[src/rtl/quad_encoder_gen.sv]
// -----------------------------------------------------------------------------
// quad_encoder_gen
//   Quadrature signal generator, the transmit side of a rotary-encoder link.
//   It accepts step commands and drives the A/B phase outputs. Consecutive edges
//   are separated by a programmable number of clk cycles. Typical uses are
//   loopback self-test of a debounce/encoder chain, or standing in for a
//   physical rotary encoder on boards that lack one.
//
//   Optional feature macro: QENC_BOUNCE_EN
//     When defined, each edge on the changing line is followed by contact-bounce
//     glitches: new,old,new,...,new over 2*BOUNCE_LEN-1 clks. The edge period is
//     floored at 2*BOUNCE_LEN so that the bounce always settles inside one period.
//     When undefined, each edge is a single clean transition.
//
// Parameters
//   WIDTH       width of cmd_steps and position
//   DIV_WIDTH   width of step_period
//   BOUNCE_LEN  glitch repeats per edge (bounce build only)
//
// Ports
//   clk          in   block clock
//   reset        in   asynchronous, active-high reset
//   cmd_valid    in   command offered
//   cmd_ready    out  high while idle (combinational from state)
//   cmd_dir      in   1 = CW (+1 per edge), 0 = CCW (-1 per edge)
//   cmd_steps    in   number of edges to emit (0 = consume and do nothing)
//   step_period  in   clk cycles per edge, 0 treated as 1
//   a, b         out  quadrature phases (registered)
//   busy         out  command in progress (registered)
//   position     out  running signed edge count, modulo 2^WIDTH (registered)
// -----------------------------------------------------------------------------
module quad_encoder_gen #(
    parameter int WIDTH      = 8,
    parameter int DIV_WIDTH  = 16,
    parameter int BOUNCE_LEN = 3
) (
    input  logic                 clk,
    input  logic                 reset,
    input  logic                 cmd_valid,
    output logic                 cmd_ready,
    input  logic                 cmd_dir,
    input  logic [WIDTH-1:0]     cmd_steps,
    input  logic [DIV_WIDTH-1:0] step_period,
    output logic                 a,
    output logic                 b,
    output logic                 busy,
    output logic [WIDTH-1:0]     position
);

    localparam logic [0:0] ST_IDLE = 1'b0;
    localparam logic [0:0] ST_RUN  = 1'b1;

`ifdef QENC_BOUNCE_EN
    localparam logic [DIV_WIDTH-1:0] P_MIN = DIV_WIDTH'(2 * BOUNCE_LEN);
`else
    // BOUNCE_LEN has no effect in the clean build.
    localparam logic [DIV_WIDTH-1:0] P_MIN = DIV_WIDTH'(1 + 0 * BOUNCE_LEN);
`endif

    logic [0:0]           state;
    logic [DIV_WIDTH-1:0] cnt;        // clks left until the next edge
    logic [DIV_WIDTH-1:0] per_q;      // latched effective period
    logic [WIDTH-1:0]     rem;        // edges still to emit
    logic                 dir_q;
    logic                 pa, pb;     // clean (nominal) phase
    logic [DIV_WIDTH-1:0] period_eff;
    logic                 adv;        // an edge is registered this clk
    logic                 last;       // ...and it is the final one
    logic                 na, nb;     // next phase in the latched direction

    // Handshake: a command transfers on a rising clk where cmd_valid and
    // cmd_ready are both high. cmd_ready is high exactly while idle. While a
    // command runs, the cmd_* inputs are not sampled at all.
    assign cmd_ready  = (state == ST_IDLE);

    assign period_eff = (step_period < P_MIN) ? P_MIN : step_period;
    assign adv        = (state == ST_RUN) && (cnt == DIV_WIDTH'(1));
    assign last       = adv && (rem == WIDTH'(1));

    // CW walks 00->10->11->01->00. CCW walks the same ring backwards.
    assign na = dir_q ? ~pb : pb;
    assign nb = dir_q ? pa  : ~pa;

    always_ff @(posedge clk or posedge reset) begin
        if (reset) begin
            state    <= ST_IDLE;
            cnt      <= '0;
            per_q    <= '0;
            rem      <= '0;
            dir_q    <= 1'b0;
            pa       <= 1'b0;
            pb       <= 1'b0;
            busy     <= 1'b0;
            position <= '0;
        end else begin
            case (state)
                ST_IDLE: begin
                    // A zero-step command is consumed here without leaving IDLE.
                    if (cmd_valid && (cmd_steps != '0)) begin
                        dir_q <= cmd_dir;
                        per_q <= period_eff;
                        cnt   <= period_eff;
                        rem   <= cmd_steps;
                        busy  <= 1'b1;
                        state <= ST_RUN;
                    end
                end
                ST_RUN: begin
                    if (adv) begin
                        pa       <= na;
                        pb       <= nb;
                        position <= dir_q ? (position + WIDTH'(1)) : (position - WIDTH'(1));
                        cnt      <= per_q;
                        rem      <= rem - WIDTH'(1);
                        // Returning to IDLE on the final edge lets a waiting
                        // command be accepted on the very next clk.
                        if (last) begin
                            busy  <= 1'b0;
                            state <= ST_IDLE;
                        end
                    end else begin
                        cnt <= cnt - DIV_WIDTH'(1);
                    end
                end
                default: state <= ST_IDLE;
            endcase
        end
    end

`ifdef QENC_BOUNCE_EN
    localparam int BW = $clog2(2 * BOUNCE_LEN) + 1;

    logic [BW-1:0] bcnt;     // remaining glitch clks after the nominal edge
    logic          bsel_b;   // 1 when line B is the one that changed
    logic          a_q, b_q;

    // The nominal edge loads the new value. Each following clk toggles the
    // changing line until bcnt runs out. The toggle count is even, so the line
    // finishes on the new value.
    always_ff @(posedge clk or posedge reset) begin
        if (reset) begin
            bcnt   <= '0;
            bsel_b <= 1'b0;
            a_q    <= 1'b0;
            b_q    <= 1'b0;
        end else if (adv) begin
            a_q    <= na;
            b_q    <= nb;
            bsel_b <= (nb != pb);
            bcnt   <= BW'(2 * BOUNCE_LEN - 2);
        end else if (bcnt != '0) begin
            if (bsel_b) b_q <= ~b_q;
            else        a_q <= ~a_q;
            bcnt <= bcnt - BW'(1);
        end
    end

    assign a = a_q;
    assign b = b_q;
`else
    assign a = pa;
    assign b = pb;
`endif

endmodule
[config.mk]
export PLATFORM = sky130hd
export DESIGN_NAME = quad_encoder_gen
export DESIGN_NICKNAME = d
export VERILOG_FILES = /design/src/rtl/quad_encoder_gen.sv
export SDC_FILE = /design/constraint.sdc
export NUM_CORES = 1
export LEC_CHECK = 0
export CORE_UTILIZATION = 40
export CTS_BUF_LIST = sky130_fd_sc_hd__clkbuf_16
export DETAILED_ROUTE_END_ITERATION = 12
export PLACE_DENSITY = 0.67
export SLEW_MARGIN = 10
export SYNTH_ARGS = -nofsm -noshare
export SYNTH_HDL_FRONTEND = slang
export SYNTH_SLANG_ARGS = --single-unit
[constraint.sdc]
create_clock -name clk -period 2 [get_ports clk]
set_clock_uncertainty 0.15 [all_clocks]
set_input_delay 0.2 -clock clk [delete_from_list [all_inputs] [get_ports clk]]
set_output_delay 0.2 -clock clk [all_outputs]
set_load 0.02 [all_outputs]
==> results of run 1 <==
[cell families (layout without fill, tap and decap cells)]
logic type,count (synthesis),after routing,synth area share [%]
xor gates and xnor gates,14,14,3.75
buffers and inverters,28,137,4.51
AOI/OAI and AO/OA,101,101,21.7
adders and majority gates,11,11,4.44
muxes,27,27,8.99
DFF,53,53,40.6
and+or+nand+nor,98,98,16.1
[report_power, final]
group | leakage [nW] | switching, W | internal (W)
clock network | 0.0775 | 0.000412 | 0.000587
registers | 0.678 | 0.00000549 | 0.00108
logic | 1.38 | 0.0000745 | 0.0000859
total | 2.13 | 0.000492 | 0.00175
[worst max-delay path: stages (launching register included)]
cell and delay [ps]:
sky130_fd_sc_hd__dfrtp_1 400, sky130_fd_sc_hd__inv_2 110, sky130_fd_sc_hd__ha_4 140, sky130_fd_sc_hd__or4b_4 490
sky130_fd_sc_hd__nor4b_4 330, sky130_fd_sc_hd__nand2_1 110, sky130_fd_sc_hd__xnor2_1 140, sky130_fd_sc_hd__a221o_1 290
[timing repair]
| action | 4_1_cts | 5_1_grt |
|---|---|---|
| endpoints found under the hold margin | 0 | 0 |
| gates cloned | 1 | 1 |
| setup endpoints to repair | 48 | 36 |
| pin swaps | 15 | 3 |
| setup buffers | 11 | 6 |
| resized for setup | 65 | 9 |
[synthesized netlist by cell type (2+ instances only)]
| cell type | count |
|---|---|
| sky130_fd_sc_hd__o21a_1 | 4 |
| sky130_fd_sc_hd__o21ai_0 | 20 |
| sky130_fd_sc_hd__clkbuf_1 | 5 |
| sky130_fd_sc_hd__xor2_1 | 5 |
| sky130_fd_sc_hd__mux2i_1 | 8 |
| sky130_fd_sc_hd__dfrtp_1 | 53 |
| sky130_fd_sc_hd__and2_1 | 2 |
| sky130_fd_sc_hd__inv_1 | 12 |
| sky130_fd_sc_hd__a211oi_1 | 4 |
| sky130_fd_sc_hd__mux2_2 | 19 |
| sky130_fd_sc_hd__xnor2_1 | 9 |
| sky130_fd_sc_hd__a31oi_1 | 5 |
| sky130_fd_sc_hd__a22oi_1 | 3 |
| sky130_fd_sc_hd__a2111oi_0 | 4 |
| sky130_fd_sc_hd__nor2_1 | 33 |
| sky130_fd_sc_hd__buf_4 | 2 |
| sky130_fd_sc_hd__a21o_1 | 7 |
| sky130_fd_sc_hd__buf_6 | 4 |
| sky130_fd_sc_hd__ha_1 | 10 |
| sky130_fd_sc_hd__a32oi_1 | 2 |
| sky130_fd_sc_hd__and3_1 | 4 |
| sky130_fd_sc_hd__nand3_1 | 9 |
| sky130_fd_sc_hd__a21oi_1 | 21 |
| sky130_fd_sc_hd__or4_4 | 2 |
| sky130_fd_sc_hd__o21ai_1 | 4 |
| sky130_fd_sc_hd__nor4_1 | 5 |
| sky130_fd_sc_hd__o22a_1 | 5 |
| sky130_fd_sc_hd__buf_2 | 4 |
| sky130_fd_sc_hd__a211oi_2 | 2 |
| sky130_fd_sc_hd__o211ai_1 | 6 |
| sky130_fd_sc_hd__nor2b_1 | 2 |
| sky130_fd_sc_hd__a221o_1 | 2 |
| sky130_fd_sc_hd__nand2_1 | 19 |
| sky130_fd_sc_hd__a41oi_1 | 2 |
| sky130_fd_sc_hd__nor3_1 | 11 |
[cell type report]
cell class | instances | share of cell area (%)
multi-input combinational | 251 | 41.9
sequential | 53 | 27.8
timing repair buffer | 116 | 23.1
tap | 102 | 2.68
clock buffer | 5 | 2.62
inverter | 13 | 1.05
clock inverter | 3 | 0.866
[how the worst max path moves through the flow]
stage                 startpoint      end  slack, ps  cells after the start
floorplan                 cnt[1]  cnt[14]       -190                      7
global placement    cmd_steps[2]  cnt[10]       -380                      6
detailed placement  cmd_steps[2]   rem[1]       -460                      7
CTS                       cnt[0]  cnt[14]       -230                      7
global route              cnt[1]  cnt[12]       -380                      7
finish                    cnt[1]  cnt[14]       -280                      7
[metrics by stage]
stage / cells / setup TNS, ps / instance area, sq um / setup WS [ps] / hold WS, ps
6_report: 543 / -3350 / 4770 / -283 / 114
5_1_grt: 543 / -6650 / 4770 / -377 / 142
4_1_cts: 537 / -2860 / 4670 / -226 / 138
3_5_place_dp: 517 / -14700 / 4190 / -458 / 335
3_3_place_gp: 517 / -12660 / 4190 / -380 / 312
2_1_floorplan: 332 / -459 / 3270 / -192 / 167
[sequential cells by signal, indices dropped and copies added (netlist names)]
register	count
a	1
b	1
busy	1
cnt	16
dir_q	1
per_q	16
position	8
rem	8
state	1
[metal layers]
metal  GRT usage, %  share of wire, %  vias up
met5              0                 0        -
met4           8.20               2.4        0
met3           3.28               4.7       19
met2           38.6                50       94
met1           29.4                43     1477
li1               -                 -     1445
==> summary by stage, run 1 <==
Place
The final HPWL from detailed placement is about 6.1 mm. Routability-driven placement finished with a final weighted congestion of between 0.8 and 0.9. The number of buffers added on ports is 39.

Clock network
The maximum level of the CTS H-tree is 2. The clock latency on the worst-skew pair is 300 ps. The hold buffer count at CTS is 0.

The root buffer cell is sky130_fd_sc_hd__clkbuf_16. The number of buffers inserted during clock tree synthesis is 5. After clock tree synthesis, the clock-pin slew on the worst setup and hold paths is 70 ps. The clock passes through at most 2 buffers. CTS saw 53 sinks. The CTS tree is yes.

Drt
The detailed-route wire length is 9.13 mm. The detailed-router iteration count before antenna repair is 4. The first routing iteration left 134 violations. The DRC violation count after routing is 0. In the final routed layout, each cell accounts on average for 16.8 microns.

Dividing the detail-routed via count by the number of cells gives 5.59. The post-detailed-route count of antenna-violating nets is 0. The detailed router placed 3035 vias in this run.

Synthesis
Among all flip-flop cells after synthesis, the most frequent one is sky130_fd_sc_hd__dfrtp_1. The library cell occupying the most area in the post-synthesis netlist is sky130_fd_sc_hd__dfrtp_1. Counting flops with an async set or reset pin after synthesis yields a share of 100%. Yosys mapped a number of flops with a built-in enable equal to 0.

The synthesized design contains between 50 and 60 register bits. The post-synthesis instance area is 3270 sq um. The sequential area share after synthesis is approximately two fifths. Synthesis produced 332 cells.

By area the synthesized netlist is led by sky130_fd_sc_hd__dfrtp_1, sky130_fd_sc_hd__mux2_2, sky130_fd_sc_hd__ha_1. The number of unique standard cell types used by synthesis is a little under 60. Yosys printed 0 warnings. The synthesized netlist net count is about 370. Averaged over all synthesized cells, the footprint is 9.85 sq um. The area share of the leading cell type in the synthesized netlist is about two fifths.

Critical path
STA puts the critical path data arrival time at 2320 ps. In this run the critical register-to-register path is captured at cnt[14]. The kind of launch point of the worst setup path is a register. The worst flop-to-flop path startpoint is cnt[1]. Data on the critical path is required at its endpoint by 2040 ps. The type of the setup path with the least slack is reg2reg. STA classifies the critical path endpoint as a register. The cell count of the worst reg-to-reg path is 7.

The worst register-to-register path has a setup slack of -280 ps. The largest fanout on the critical path is 3.

STA
Dividing the final minimum period by the clock period gives 114%. Headroom to the max-slew limit came out at 68.7%. The least setup slack across all paths after layout is -283 ps. Setup repair after global routing could not meet its margin everywhere.

The number of hold violations in the final report is 0. Setup violations remaining at the end of the flow were counted as 25. For the pin with the worst max-slew slack, the measured transition is 465 ps. The final period demand of the worst path is 2280 ps. The number of max-slew violations in the final report is 0.

The fmax is 438 MHz.

Power and ir drop
Overall power consumption after layout is estimated at 0.00224 W. The reported leakage power is 2.13 nW. In this run the power density over the cells is 470 nW/um^2. The peak supply drop is 0.347 mV.

Final layout
At the end of the flow, the number of nets in the layout was 479. From synthesis to final layout, the design area changed by 45.8%. Leaving out fill and tap cells, the most frequent cells in the layout are sky130_fd_sc_hd__buf_4, sky130_fd_sc_hd__dfrtp_1, sky130_fd_sc_hd__nor2_1, sky130_fd_sc_hd__clkdlybuf4s50_1, sky130_fd_sc_hd__a21oi_1. The core occupancy in the finished layout is 61.1%. The filler cell count is between 600 and 700. The sequential cell area in the final layout is 1330 sq um. Leaving out fill and tap cells, the most frequent cell in the layout is sky130_fd_sc_hd__buf_4. The repair_antennas step left the layout with diodes totalling 0. In the final layout, the multi-input gates occupy 2000 sq um.

The fraction of layout cells with a size suffix above 1 is between 30% and 40%.

Status
The final reports fail on setup timing. The flow ran to the end, but the final reports show violations.

Die
For this design the top-level I/O count stands at 40. The area of the die is 8540 sq um. The height of the die is 92.4 microns. The starting density of the core is a little over two fifths. The region available for standard cell placement spans a little under 8000 sq um. The die width is 92.4 microns. The number of standard-cell rows in the floorplan is 32.

GRT
The maximum number of pins on one net before global-route repair is 54. Summed over all layers, the global routing overflow is 0. In the global route stage, overall resource usage came out at 22.7%. The first global-routing pass estimated around 15 mm of wire.

The initial antenna violation count was 0. The number of global-route vias before repair is about 3100.

Hold path
The path class of the tightest hold or removal check is in2async.

Flow run
The max-cap violation count is 0.
Power figures use the tool's default switching activity.
==> run 2: changes to the inputs <==
--- a/config.mk
+++ b/config.mk
@@ -5,10 +5,10 @@
 export SDC_FILE = /design/constraint.sdc
 export NUM_CORES = 1
 export LEC_CHECK = 0
-export CORE_UTILIZATION = 40
+export CORE_UTILIZATION = 51
 export CTS_BUF_LIST = sky130_fd_sc_hd__clkbuf_16
 export DETAILED_ROUTE_END_ITERATION = 12
-export PLACE_DENSITY = 0.67
+export PLACE_DENSITY = 0.81
 export SLEW_MARGIN = 10
 export SYNTH_ARGS = -nofsm -noshare
 export SYNTH_HDL_FRONTEND = slang
==> run 2 against run 1 <==
Power is 0.96% lower. Worst hold slack better by 7.0 ps. Worst setup slack worse by 100 ps. Fmax is 4.3% lower. Via count is 11% higher. Routed wire length is 20% higher. Core utilization is 17 points higher. Clock power is 3.0% lower. Die area is 21% lower. Combinational power is 6% higher. First-iteration DRC count is 87% higher. Register-to-register slack worse by 100 ps. The run still ends with setup timing left.
==> summary by stage, run 2 (synthesized netlist as in run 1, its figures left out) <==
Drt
The first-iteration detailed-routing DRC count was 251 (was 134). The detailed-router iteration count before antenna repair is 5 (was 4). The DRC violation count after routing is 0 (unchanged). The detailed-route wire length was 11.0 mm (was 9.13 mm). The post-detailed-route count of antenna-violating nets is 0 (unchanged). The routed wire length per instance is 21.3 microns (was 16.8 microns). The total vias in the final route is 3363 (was 3035).

The detailed-route vias per instance is 6.53 (was 5.59).

Critical path
The cell count of the worst reg-to-reg path is 7 (unchanged). The arrival time of data at the critical path endpoint is 2410 ps (was 2320 ps). The category of the worst setup path capture point is a register (unchanged).

The category of cells accounting for the largest share of critical-path delay is simple AND/OR/NAND/NOR gates (unchanged). Chain of cells forming the critical path: inv_2, ha_4, or4b_4, nor4b_4, nand2_1, xnor2_1, a221o_1 (unchanged). The maximum cell stage delay along the critical path is 500 ps (was 490 ps). The critical path's slowest cell is sky130_fd_sc_hd__or4b_4 (unchanged). The worst flop-to-flop path startpoint is cnt[0] (was cnt[1]). The required time of the worst setup path was 2030 ps (was 2040 ps). The worst flop-to-flop path endpoint is cnt[14] (unchanged). The type of the setup path with the least slack is reg2reg (unchanged). The number of buffer and inverter stages on the critical path is 1 (unchanged).

The total number of cells along the worst setup path was 7 (unchanged). The register-to-register path setup slack was -380 ps (was -280 ps). The largest fanout on the critical path is 4 (was 3). The kind of launch point of the worst setup path is a register (unchanged).

Clock network
The CTS tree is yes (unchanged). The TritonCTS sink count was 53 (unchanged). The clock-pin slew on the worst setup and hold paths is 70 ps (about the same).

The number of buffers inserted during clock tree synthesis is 5 (unchanged). The clock latency on the worst-skew pair is 290 ps (was 300 ps). The root buffer cell is sky130_fd_sc_hd__clkbuf_16 (unchanged). The hold buffer count at CTS came to 0 (unchanged). The maximum level of the CTS H-tree is 2 (unchanged). The buffer depth of the longest clock path is 2 (unchanged).

GRT
The global-route wire length before repair was 15.7 mm (was 15.1 mm). The number of global-route vias before repair is 3263 (was 3086). The overall track demand over capacity in global routing is 31.2% (was 22.7%). The aggregate global routing overflow came to 0 (unchanged). The initial antenna violation count is 0 (unchanged). The maximum number of pins on one net before global-route repair was 54 (unchanged).

STA
Setup repair after global routing missed its margin: true (unchanged). The summed negative setup slack over all endpoints is -8370 ps (was -3350 ps). The count of endpoints failing setup in the final report is 35 (was 25). The number of hold violations in the final report was 0 (unchanged). The final period demand of the worst path is 2380 ps (was 2280 ps). The remaining max-slew budget at the tightest pin came to 55.9% (was 68.7%). The number of max-slew violations in the final report is 0 (unchanged).

The fmax is 419 MHz (was 438 MHz). The slew at the pin closest to its max-slew limit was 655 ps (was 465 ps). The worst hold slack came to 121 ps (was 114 ps).

The part of the cycle the worst path needs was 119% (was 114%). The least setup slack across all paths after layout is -385 ps (was -283 ps).

Die
The height of the die came to 82.1 microns (was 92.4 microns). The area of the die is 6740 sq um (was 8540 sq um). The die width is 82.1 microns (was 92.4 microns). The core area is 6060 sq um (was 7810 sq um).

The starting density of the core is 54.0% (was 41.9%). The number of standard-cell rows in the floorplan is 28 (was 32). The boundary pin count is 40 (unchanged).

Final layout
Most frequent cells in the layout: sky130_fd_sc_hd__buf_4, sky130_fd_sc_hd__dfrtp_1, sky130_fd_sc_hd__clkdlybuf4s50_1, sky130_fd_sc_hd__nor2_1, sky130_fd_sc_hd__mux2_2 (was sky130_fd_sc_hd__buf_4, sky130_fd_sc_hd__dfrtp_1, sky130_fd_sc_hd__nor2_1, sky130_fd_sc_hd__clkdlybuf4s50_1, sky130_fd_sc_hd__a21oi_1). The filler cell count is 362 (was 638). The signed area change from the synthesized netlist to the final layout is 44.7% (was 45.8%).

The fraction of layout cells with a size suffix above 1 is 34.3% (was 32.9%). The number of inserted diodes is 0 (unchanged). Registers with the most flip-flops: cnt (16), per_q (16) (unchanged). The most common cell after layout, fill and taps aside is sky130_fd_sc_hd__buf_4 (unchanged). The net total in the final layout is 478 (was 479).

The sequential cell area in the final layout is 1330 sq um (unchanged). The total area of multi-input combinational cells was 2050 sq um (was 2000 sq um).

Place
The worst slack at placement came to -403 ps (was -458 ps). The last weighted congestion value of the routability-driven placer came to 0.920 (was 0.843). The final HPWL from detailed placement was 6.28 mm (was 6.12 mm). The number of buffers added on ports is 39 (unchanged).

Status
Failing checks: setup timing (unchanged). Run status: finished with violations (unchanged).

Power and ir drop
The peak supply drop is 0.423 mV (was 0.347 mV). The cell area power density is 469 nW/um^2 (was 470 nW/um^2). The reported leakage power was 2.08 nW (was 2.13 nW).

Flow run
The max-cap violation count was 0 (unchanged).

Hold path
The worst min-delay path category is in2async (unchanged).
## run 2: final cells by class
class / instances / share of cell area [%]
tap: 75 / 1.98
timing repair buffer: 115 / 22.1
sequential: 53 / 28.0
clock buffer: 5 / 2.64
inverter: 13 / 1.03
multi-input combinational: 251 / 43.4
clock inverter: 3 / 0.793
## run 2: where the power goes
group          switching, W  internal, W  total [W]
sequential       0.00000525      0.00108    0.00108
clock              0.000386     0.000583   0.000969
combinational     0.0000782    0.0000910   0.000169
## run 2: what timing repair did
action,in CTS,in global routing
buffers inserted,9,9
gates resized for setup,53,26
endpoints found under the setup margin,35,36
pin swaps,10,14
cloned,2,0
endpoints found under the hold margin,0,0
## run 2: routing by layer
layer	vias to the layer above	wire length [microns]	GRT usage, %
li1	1442	-	-
met1	1673	4060	35.4
met2	196	5680	56.2
met3	52	757	6.22
met4	0	468	13.7
met5	-	0	0
## run 2: stage by stage
stage,utilization [%],instances,total power [W],instance area [sq um]
after detailed placement,68.0,488,0.00126,4120
final,78.1,515,0.00222,4730
after global placement,68.0,488,0.00126,4120
after floorplan,-,332,0.00115,3270
after global routing,78.1,515,0.00226,4730
after CTS,75.5,507,0.00221,4580
## run 2: worst max path at each step
stage | start | endpoint | slack (ps)
6_report | cnt[0] | cnt[14] | -380
5_1_grt | cnt[0] | cnt[14] | -430
4_1_cts | cnt[0] | cnt[14] | -390
3_5_place_dp | cmd_steps[2] | cnt[14] | -400
3_3_place_gp | cmd_steps[2] | cnt[12] | -350
2_1_floorplan | cnt[1] | cnt[14] | -190
## run 2: worst register-to-register path, stage by stage (launching register included)
cell	delay [ps]
sky130_fd_sc_hd__dfrtp_1	410
sky130_fd_sc_hd__inv_2	100
sky130_fd_sc_hd__ha_4	160
sky130_fd_sc_hd__or4b_4	500
sky130_fd_sc_hd__nor4b_4	360
sky130_fd_sc_hd__nand2_1	140
sky130_fd_sc_hd__xnor2_1	160
sky130_fd_sc_hd__a221o_1	290
==> run 3: changes to the inputs <==
--- a/config.mk
+++ b/config.mk
@@ -5,6 +5,7 @@
 export SDC_FILE = /design/constraint.sdc
 export NUM_CORES = 1
 export LEC_CHECK = 0
+export ABC_AREA = 1
 export CORE_UTILIZATION = 51
 export CTS_BUF_LIST = sky130_fd_sc_hd__clkbuf_16
 export DETAILED_ROUTE_END_ITERATION = 12
==> run 3 against run 2 <==
The flow now finishes without violations. Clock power increased by 14%. Synthesized area increased by 2.3%. Routed wire length decreased by 29%. First-iteration DRC count decreased by 25%. Non-clock buffer count decreased by 66. Clock-buffer cell count unchanged. Fmax increased by 28%. Worst hold slack got worse by 5.1 ps. Sequential power increased by 13%. Critical path depth increased by 4. Flip-flop and latch count unchanged. Synthesized cell count increased by 44%.
==> summary by stage, run 3 <==
Clock network
The maximum level of the CTS H-tree is 2 (unchanged). The clock-pin slew on the worst setup and hold paths is 70 ps (about the same). The number of buffers inserted during clock tree synthesis is 5 (unchanged). The hold buffer count at CTS is 0 (unchanged). The TritonCTS sink count was 53 (unchanged). The buffer depth of the longest clock path is 2 (unchanged). The clock latency on the worst-skew pair is 290 ps (about the same).

The root buffer cell is sky130_fd_sc_hd__clkbuf_16 (unchanged). The CTS tree is yes (unchanged).

Final layout
The signed area change from the synthesized netlist to the final layout came to 20.8% (was 44.7%). Most frequent cells in the layout: sky130_fd_sc_hd__nand2_1, sky130_fd_sc_hd__nor2_1, sky130_fd_sc_hd__dfrtp_1, sky130_fd_sc_hd__inv_1, sky130_fd_sc_hd__o21ai_0 (was sky130_fd_sc_hd__buf_4, sky130_fd_sc_hd__dfrtp_1, sky130_fd_sc_hd__clkdlybuf4s50_1, sky130_fd_sc_hd__nor2_1, sky130_fd_sc_hd__mux2_2). The number of inserted diodes is 0 (unchanged). Registers with the most flip-flops: cnt (16), per_q (16) (unchanged).

The fraction of layout cells with a size suffix above 1 came to 8.05% (was 34.3%). The most common cell after layout, fill and taps aside was sky130_fd_sc_hd__nand2_1 (was sky130_fd_sc_hd__buf_4). The net total in the final layout is 560 (was 478). The core occupancy in the finished layout is 63.7% (was 78.1%).

Place
The number of buffers added on ports was 39 (unchanged). The final HPWL from detailed placement is 5.76 mm (was 6.28 mm). The worst slack at placement is 97.9 ps (was -403 ps). The last weighted congestion value of the routability-driven placer came to 0.948 (was 0.920).

Die
The area of the die is 6890 sq um (was 6740 sq um). The core area came to 6350 sq um (was 6060 sq um). The starting density of the core is 52.7% (was 54.0%).

The boundary pin count is 40 (unchanged). The number of standard-cell rows in the floorplan is 29 (was 28). The height of the die was 83.0 microns (was 82.1 microns). The die width was 83.0 microns (was 82.1 microns).

Critical path
The worst flop-to-flop path endpoint is cnt[7] (was cnt[14]). The category of cells accounting for the largest share of critical-path delay is simple AND/OR/NAND/NOR gates (unchanged). The kind of launch point of the worst setup path is a register (unchanged). The arrival time of data at the critical path endpoint is 1880 ps (was 2410 ps). The worst flop-to-flop path startpoint was cnt[1] (was cnt[0]).

The number of buffer and inverter stages on the critical path is 2 (was 1). The cell that appears most often on the critical path is sky130_fd_sc_hd__nand2_1. The cell count of the worst reg-to-reg path was 11 (was 7). The critical path's slowest cell is sky130_fd_sc_hd__dfrtp_1 (was sky130_fd_sc_hd__or4b_4).

The maximum cell stage delay along the critical path came to 400 ps (was 500 ps). The type of the setup path with the least slack is reg2reg (unchanged). The register-to-register path setup slack is 140 ps (was -380 ps).

The category of the worst setup path capture point is a register (unchanged). The required time of the worst setup path is 2020 ps (was 2030 ps). Chain of cells forming the critical path: inv_1, ha_1, inv_1, nor2_1, nand2_1, nor2_4, nand2_1, nand2_4, a21oi_1, o21ai_0, nand2_1 (was inv_2, ha_4, or4b_4, nor4b_4, nand2_1, xnor2_1, a221o_1).

The largest fanout on the critical path is 8 (was 4).

Synthesis
The share of synthesized flip-flops with an asynchronous set or reset is 100% (unchanged). The synthesized netlist net count is 516 (was 371). The dominant cell by count in the synthesized netlist is sky130_fd_sc_hd__nand2_1 (was sky130_fd_sc_hd__dfrtp_1). The sequential area share after synthesis is 39.6% (was 40.6%). The count of flip-flops with a built-in enable after synthesis is 0 (unchanged). The most instantiated flip-flop cell in the synthesis netlist is sky130_fd_sc_hd__dfrtp_1 (unchanged).

The number of unique standard cell types used by synthesis is 33 (was 58). The library cell occupying the most area in the post-synthesis netlist was sky130_fd_sc_hd__dfrtp_1 (unchanged). The post-synthesis instance area is 3350 sq um (was 3270 sq um). The number of warnings reported in the yosys synthesis log came to 0 (unchanged). The mean cell area of the mapped netlist was 7.02 sq um (was 9.85 sq um).

The number of cells produced by synthesis was 477 (was 332). The register bit total from synthesis is 53 (unchanged). The area share of the leading cell type in the synthesized netlist is 39.6% (was 40.6%). Most instantiated cells after synthesis: sky130_fd_sc_hd__nand2_1, sky130_fd_sc_hd__nor2_1, sky130_fd_sc_hd__dfrtp_1 (was sky130_fd_sc_hd__dfrtp_1, sky130_fd_sc_hd__nor2_1, sky130_fd_sc_hd__a21oi_1). Top cells by area in the synthesized netlist: sky130_fd_sc_hd__dfrtp_1, sky130_fd_sc_hd__nand2_1, sky130_fd_sc_hd__nor2_1 (was sky130_fd_sc_hd__dfrtp_1, sky130_fd_sc_hd__mux2_2, sky130_fd_sc_hd__ha_1).

Drt
The DRC violation count after routing is 0 (unchanged). The detailed-route wire length was 7.81 mm (was 11.0 mm). The total vias in the final route is 3167 (was 3363). The routed wire length per instance is 13.0 microns (was 21.3 microns). The post-detailed-route count of antenna-violating nets is 0 (unchanged). The detailed-route vias per instance came to 5.29 (was 6.53). The first-iteration detailed-routing DRC count is 188 (was 251). The detailed-router iteration count before antenna repair is 5 (unchanged).

GRT
The overall track demand over capacity in global routing is 23.8% (was 31.2%). The number of global-route vias before repair is 2942 (was 3263). The global-route wire length before repair was 13.3 mm (was 15.7 mm). The aggregate global routing overflow is 0 (unchanged). The initial antenna violation count was 0 (unchanged). The maximum number of pins on one net before global-route repair is 54 (unchanged).

STA
The count of endpoints failing setup in the final report is 0 (was 35). The fmax came to 537 MHz (was 419 MHz). The final period demand of the worst path came to 1860 ps (was 2380 ps). The number of hold violations in the final report is 0 (unchanged). The remaining max-slew budget at the tightest pin is 79.5% (was 55.9%). The number of max-slew violations in the final report is 0 (unchanged). The least setup slack across all paths after layout is 138 ps (was -385 ps).

The part of the cycle the worst path needs is 93.1% (was 119%). The slew at the pin closest to its max-slew limit was 306 ps (was 655 ps).

Power and ir drop
The reported leakage power is 1.94 nW (was 2.08 nW). The clock group share of total power is 41.4% (was 43.7%). The combinational share of power is 12.6% (was 7.6%). The share of total power in sequential cells is 45.9% (was 48.7%). The net switching power is 0.000650 W (was 0.000470 W). The fraction of power spent switching nets is 24.5% (was 21.2%). The peak supply drop is 0.663 mV (was 0.423 mV). The cell area power density is 657 nW/um^2 (was 469 nW/um^2). The internal power component was 0.00200 W (was 0.00175 W).

Status
Run status: finished clean (was finished with violations).

Flow run
The max-cap violation count was 0 (unchanged).

Hold path
The worst min-delay path category is in2async (unchanged).
-- run 3: cell count changes after synthesis, moves of 8 or more --
cell / change
sky130_fd_sc_hd__mux2_2: -19
sky130_fd_sc_hd__inv_1: +40
sky130_fd_sc_hd__o21ai_0: +20
sky130_fd_sc_hd__nand2_1: +130
sky130_fd_sc_hd__nand3_1: +24
sky130_fd_sc_hd__a21oi_1: -13
sky130_fd_sc_hd__mux2i_1: -8
sky130_fd_sc_hd__nor3_1: -10
sky130_fd_sc_hd__nor2_1: +26
sky130_fd_sc_hd__nand4_1: +10
-- run 3: kinds of logic (layout without fill, tap and decap cells) --
family                   count (synthesis)  after routing  share of synthesized area, %
AO/OA/AOI/OAI                           64             64                          10.2
XOR/XNOR                                10             10                          2.62
adder cells (fa/ha/maj)                 11             11                          4.34
buffers and inverters                   67            112                          8.49
flip-flops                              53             53                          39.6
AND/OR/NAND/NOR                        272            272                          34.7
-- run 3: worst max-delay path by stage --
stage                       from     endpoint  slack (ps)  cells past startpoint
floorplan                  dir_q  position[6]         200                      9
global placement    cmd_steps[5]       cnt[9]         130                     10
detailed placement         dir_q  position[6]         100                      9
CTS                        dir_q  position[6]          90                      9
global route              cnt[1]      cnt[10]          -8                     11
finish                    cnt[1]       cnt[7]         140                     11
-- run 3: area by class of cell --
| class | count | area (sq um) |
|---|---|---|
| Clock buffer | 5 | 125 |
| Inverter | 55 | 209 |
| Fill cell | 550 | 2310 |
| Tap cell | 77 | 96.3 |
| Sequential cell | 53 | 1330 |
| Clock inverter | 3 | 65.1 |
| Timing Repair Buffer | 49 | 478 |
| Multi-Input combinational cell | 357 | 1740 |
-- run 3: repair_timing --
| action | in CTS | in global routing |
|---|---|---|
| setup buffers | 0 | 0 |
| setup endpoints to repair | 0 | 10 |
| gates resized for setup | 0 | 4 |
| endpoints found under the hold margin | 0 | 0 |
-- run 3: metal layers --
layer	global-route usage [%]	up-vias	share of wire [%]
li1	-	1603	-
met1	32.7	1454	47
met2	39.4	100	47
met3	3.38	10	5.1
met4	6.27	0	1.2
met5	0	-	0
-- run 3: power groups by stage --
stage                     sequential [W]  clock (W)  combinational, W
after floorplan                  0.00122          0          0.000218
after global placement           0.00123          0          0.000324
after detailed placement         0.00123          0          0.000331
after CTS                        0.00122    0.00112          0.000335
after global routing             0.00123    0.00115          0.000388
final                            0.00122    0.00110          0.000336
-- run 3: worst reg2reg max path, stage by stage, from the launching register on --
cell and delay (ps):
sky130_fd_sc_hd__dfrtp_1 400, sky130_fd_sc_hd__inv_1 90, sky130_fd_sc_hd__ha_1 160, sky130_fd_sc_hd__inv_1 40, sky130_fd_sc_hd__nor2_1 70, sky130_fd_sc_hd__nand2_1 100
sky130_fd_sc_hd__nor2_4 140, sky130_fd_sc_hd__nand2_1 180, sky130_fd_sc_hd__nand2_4 150, sky130_fd_sc_hd__a21oi_1 50, sky130_fd_sc_hd__o21ai_0 130, sky130_fd_sc_hd__nand2_1 80
-- run 3: per-stage QoR --
| stage | cells | cell area [sq um] | total power (W) | setup TNS, ps | hold WS, ps |
|---|---|---|---|---|---|
| 6_report | 599 | 4040 | 0.00266 | 0 | 116 |
| 5_1_grt | 599 | 4040 | 0.00277 | -15.2 | 172 |
| 4_1_cts | 599 | 4030 | 0.00267 | 0 | 133 |
| 3_5_place_dp | 591 | 3840 | 0.00156 | 0 | 310 |
| 3_3_place_gp | 591 | 3840 | 0.00156 | 0 | 306 |
| 2_1_floorplan | 477 | 3350 | 0.00143 | 0 | 167 |
==> patch 1 (config.mk and constraints of run 3) <==
The option `QENC_BOUNCE_EN` is turned on by a define.
--- a/src/rtl/quad_encoder_gen.sv
+++ b/src/rtl/quad_encoder_gen.sv
@@ -31,2 +31,4 @@
 // -----------------------------------------------------------------------------
+`define QENC_BOUNCE_EN
+
 module quad_encoder_gen #(
Formal check against the unedited RTL: not equivalent (a bounded check fails within 4 cycles, from zero or initial values and one cycle with reset high).
==> patch 1 against run 3 <==
Synthesized cell count increased by 14%. Via count increased by 16%. Cell area increased by 16%. Sequential cell count increased by 7. Routed wire length increased by 17%. First-iteration DRC count increased by 30%. Count of clock-buffer cells in the layout increased by 4. Die area increased by 14%. Setup slack got worse by 0.0036 ns. Synthesized area increased by 14%. Sequential share of layout area decreased by 0.68 points. Critical path depth decreased by 2. Critical path type unchanged. Largest cell class unchanged.
Power is not compared: it rests on default switching activity, and its combinational part moved more than twofold at a synthesized area within 25%.
==> patch 1: results <==
export IMPL_status="finished, final reports clean"
export IMPL_via_per_inst=5.27
export IMPL_cts_sinks=60
export IMPL_hold_ws_ns=0.106
export IMPL_wirelength_met1_um=4030
export IMPL_met2_usage=0.433
export IMPL_place_gp_congestion=0.869
export IMPL_multi_input_area_share=0.424
export IMPL_use_met1=0.319
export IMPL_num_clock_buffers=9
export IMPL_critPathMaxFanout=11
export IMPL_syn_inst=544
export IMPL_globalRouteMet3Util=0.0438
export IMPL_routedWlPerCell_um=13.2
export IMPL_clk_latency_ns=0.33
export IMPL_grt_max_degree=61
export IMPL_grt_pass1_wl_um=15300
export IMPL_core_um2=7250
export IMPL_dr_wl_met2_um=4410
export IMPL_rr_worst_depth=9
export IMPL_synth_xor_xnor_area_share=0.0275
export IMPL_route_met3_wl_um=533
export IMPL_drive_gt1_frac=0.0906
export IMPL_nets=632
export IMPL_nFillCells=620
export IMPL_multi_input_cells=401
export IMPL_syn_nets=585
export IMPL_signal_buffers=51
export IMPL_place_area_um2=4350
export IMPL_crit_end="cnt[9]"
export IMPL_antenna_found_initial=0
export IMPL_critPathArrivalTime_ns=1.94
export IMPL_h_tree_depth=3
export IMPL_vias=3661
export IMPL_inverters=68
export IMPL_path_clk_slew_ns=0.05
export IMPL_utilization=0.644
export IMPL_regArea_um2=1500
export IMPL_synthTopCellsByArea="dfrtp_1 39%, nand2_1 17%, nand3_1 6.3%"
export IMPL_track_usage=0.256
export IMPL_drtIter0Drc=245
export IMPL_yosys_cell_types_count=32
export IMPL_clockNetworkAreaShare=0.0658
export IMPL_synth_compound_area_share=0.0756
export IMPL_synthAdderAreaFrac=0.0445
export IMPL_nonClkBufAreaFrac=0.108
export IMPL_first_global_vias=3507
export IMPL_seq_area_frac_synth=0.393
export IMPL_pre_cts_ws_ns=-0.0121
[patch 1: changes by cell type in the layout (fill, tap and decap cells not counted), moves of 6 or more]
cell            run 3  this run
dfrtp_1            53        60
inv_1              50        61
nand2_1           149       174
nand3_1            33        48
o21ai_0            40        31
o21ai_1             8        14
[patch 1: critical path: cells and delay by family, from the launching register on]
kind                     cells  cell delay (ns)
adder cells (fa/ha/maj)      1             0.22
flip-flops                   1             0.39
AND/OR/NAND/NOR              5             0.68
AO/OA/AOI/OAI                2             0.24
buffers and inverters        1             0.09
[patch 1: cell families after synthesis]
kind of cell | count (synthesis)
AO/OA/AOI/OAI | 55
flip-flops | 60
XOR/XNOR | 12
AND/OR/NAND/NOR | 321
adder cells (fa/ha/maj) | 13
buffers and inverters | 83
[patch 1: repair_timing]
action                     CTS  global route
buffers inserted             0             1
resized for setup            1             2
pin swaps                    0             1
setup endpoints to repair    1             9
==> patch 2 (flow settings as in run 3) <==
Made on the original files. Register the input `step_period` before use, without a reset. The logic sees it one clock later. The other inputs are not delayed to match. Comments in the files are not updated.
--- a/src/rtl/quad_encoder_gen.sv
+++ b/src/rtl/quad_encoder_gen.sv
@@ -52,2 +52,8 @@
 
+    logic [DIV_WIDTH-1:0] step_period_q;
+
+    always_ff @(posedge clk) begin
+        step_period_q <= step_period;
+    end
+
 `ifdef QENC_BOUNCE_EN
@@ -75,3 +81,3 @@
 
-    assign period_eff = (step_period < P_MIN) ? P_MIN : step_period;
+    assign period_eff = (step_period_q < P_MIN) ? P_MIN : step_period_q;
     assign adv        = (state == ST_RUN) && (cnt == DIV_WIDTH'(1));
Check against the original RTL: not equivalent (Yosys sat finds a counterexample within 4 cycles, from zero or initial values and one cycle with reset high).
==> patch 2 against run 3 <==
Routed wire length up 16%. Cell area grew 13%. Synthesized area rose by 13%. Via count up 10%. Setup slack got worse by 0.059 ns. Largest cell class unchanged. Sequential cell count increased by 16. Sequential share of layout area rose by 3.2 points.
Power is not compared: it rests on default switching activity, and its combinational part moved more than twofold at a synthesized area within 25%.
==> patch 2: results <==
export IMPL_via_per_inst=5.34
export IMPL_globalRouteMet3Util=0.0358
export IMPL_regToRegStartpoint="cnt[1]"
export IMPL_yosys_cell_types_count=33
export IMPL_endpoint_kind="output port"
export IMPL_rr_worst_depth=9
export IMPL_synth_avg_cell_area_um2=7.50
export IMPL_route_met3_wl_um=530
export IMPL_max_clock_path_buffers=2
export IMPL_status="finished, final reports clean"
export IMPL_async_reset_ff_frac=0.768
export IMPL_yosys_warnings=0
export IMPL_hpwlAfterDp_um=6500
export IMPL_use_met1=0.348
export IMPL_clk_latency_ns=0.33
export IMPL_post_cts_buffers=0
export IMPL_routed_wl_um=9030
export IMPL_routedWlPerCell_um=13.8
export IMPL_antenna_found_initial=0
export IMPL_synthAdderAreaFrac=0.0385
export IMPL_hp_class="input port to asynchronous set/reset pin"
export IMPL_top_regs="cnt (16), per_q (16), step_period_q (16)"
export IMPL_met2_usage=0.412
export IMPL_synthMuxAreaShare=0
export IMPL_grt_pass1_wl_um=15100
export IMPL_drive_gt1_frac=0.104
export IMPL_synth_xor_xnor_area_share=0.0209
export IMPL_first_global_vias=3242
export IMPL_crit_end="cmd_ready"
export IMPL_critPathArrivalTime_ns=1.57
export IMPL_worstSetupStartpoint="state"
export IMPL_cts_inserted_buffers=9
export IMPL_max_stage_delay_ns=0.66
export IMPL_nets=591
export IMPL_antenna_cells=0
export IMPL_syn_nets=542
export IMPL_port_buffers=39
export IMPL_track_usage=0.259
export IMPL_synth_main_ff_cell="dfrtp_1"
export IMPL_pre_cts_ws_ns=0.0490
export IMPL_place_area_um2=4300
export IMPL_synth_compound_area_share=0.0776
export IMPL_synthTopCellsByArea="dfrtp_1 35%, nand2_1 16%, dfxtp_1 8.5%"
export IMPL_vdd_drop_max_v=0.000476
export IMPL_netlist_top_cells_count="163 x nand2_1, 53 x dfrtp_1, 51 x inv_1, 48 x nor2_1, 43 x nand3_1"
export IMPL_relSlewSlack=0.670
export IMPL_cp_slowest_cell="clkdlybuf4s50_1"
export IMPL_place_gp_congestion=0.922
export IMPL_seq_area_frac_synth=0.436
export IMPL_top_layer="met4"
export IMPL_h_tree_depth=3
export IMPL_drtIter0Drc=297
export IMPL_root_buffer="clkbuf_16"
export IMPL_critPathMaxFanout=5
export IMPL_dr_wl_met2_um=4300
export IMPL_crit_family="buffers and inverters"
export IMPL_combPwrFrac=0.032
export IMPL_wirelength_met1_um=3930
export IMPL_dpl_cell_count=637
patch 2: how the worst min path moves through the flow:
stage                        to  slack (ns)
6_report            position[2]        0.07
5_1_grt                  rem[1]        0.11
4_1_cts             position[2]        0.09
3_5_place_dp           per_q[1]        0.32
3_3_place_gp           per_q[2]        0.31
2_1_floorplan  step_period_q[0]        0.08
patch 2: stage by stage:
step	hold slack [ns]	util
finish	0.0739	0.655
floorplan	0.0777	-
global placement	0.312	0.616
global route	0.109	0.655
detailed placement	0.321	0.616
CTS	0.0895	0.655
patch 2: final cells by class:
| class | instances | area [um2] |
|---|---|---|
| Inverter | 53 | 200 |
| Tap cell | 96 | 120 |
| Clock buffer | 9 | 225 |
| Timing Repair Buffer | 50 | 485 |
| Sequential cell | 69 | 1650 |
| Fill cell | 600 | 2410 |
| Multi-Input combinational cell | 369 | 1850 |
| Clock inverter | 7 | 47.5 |
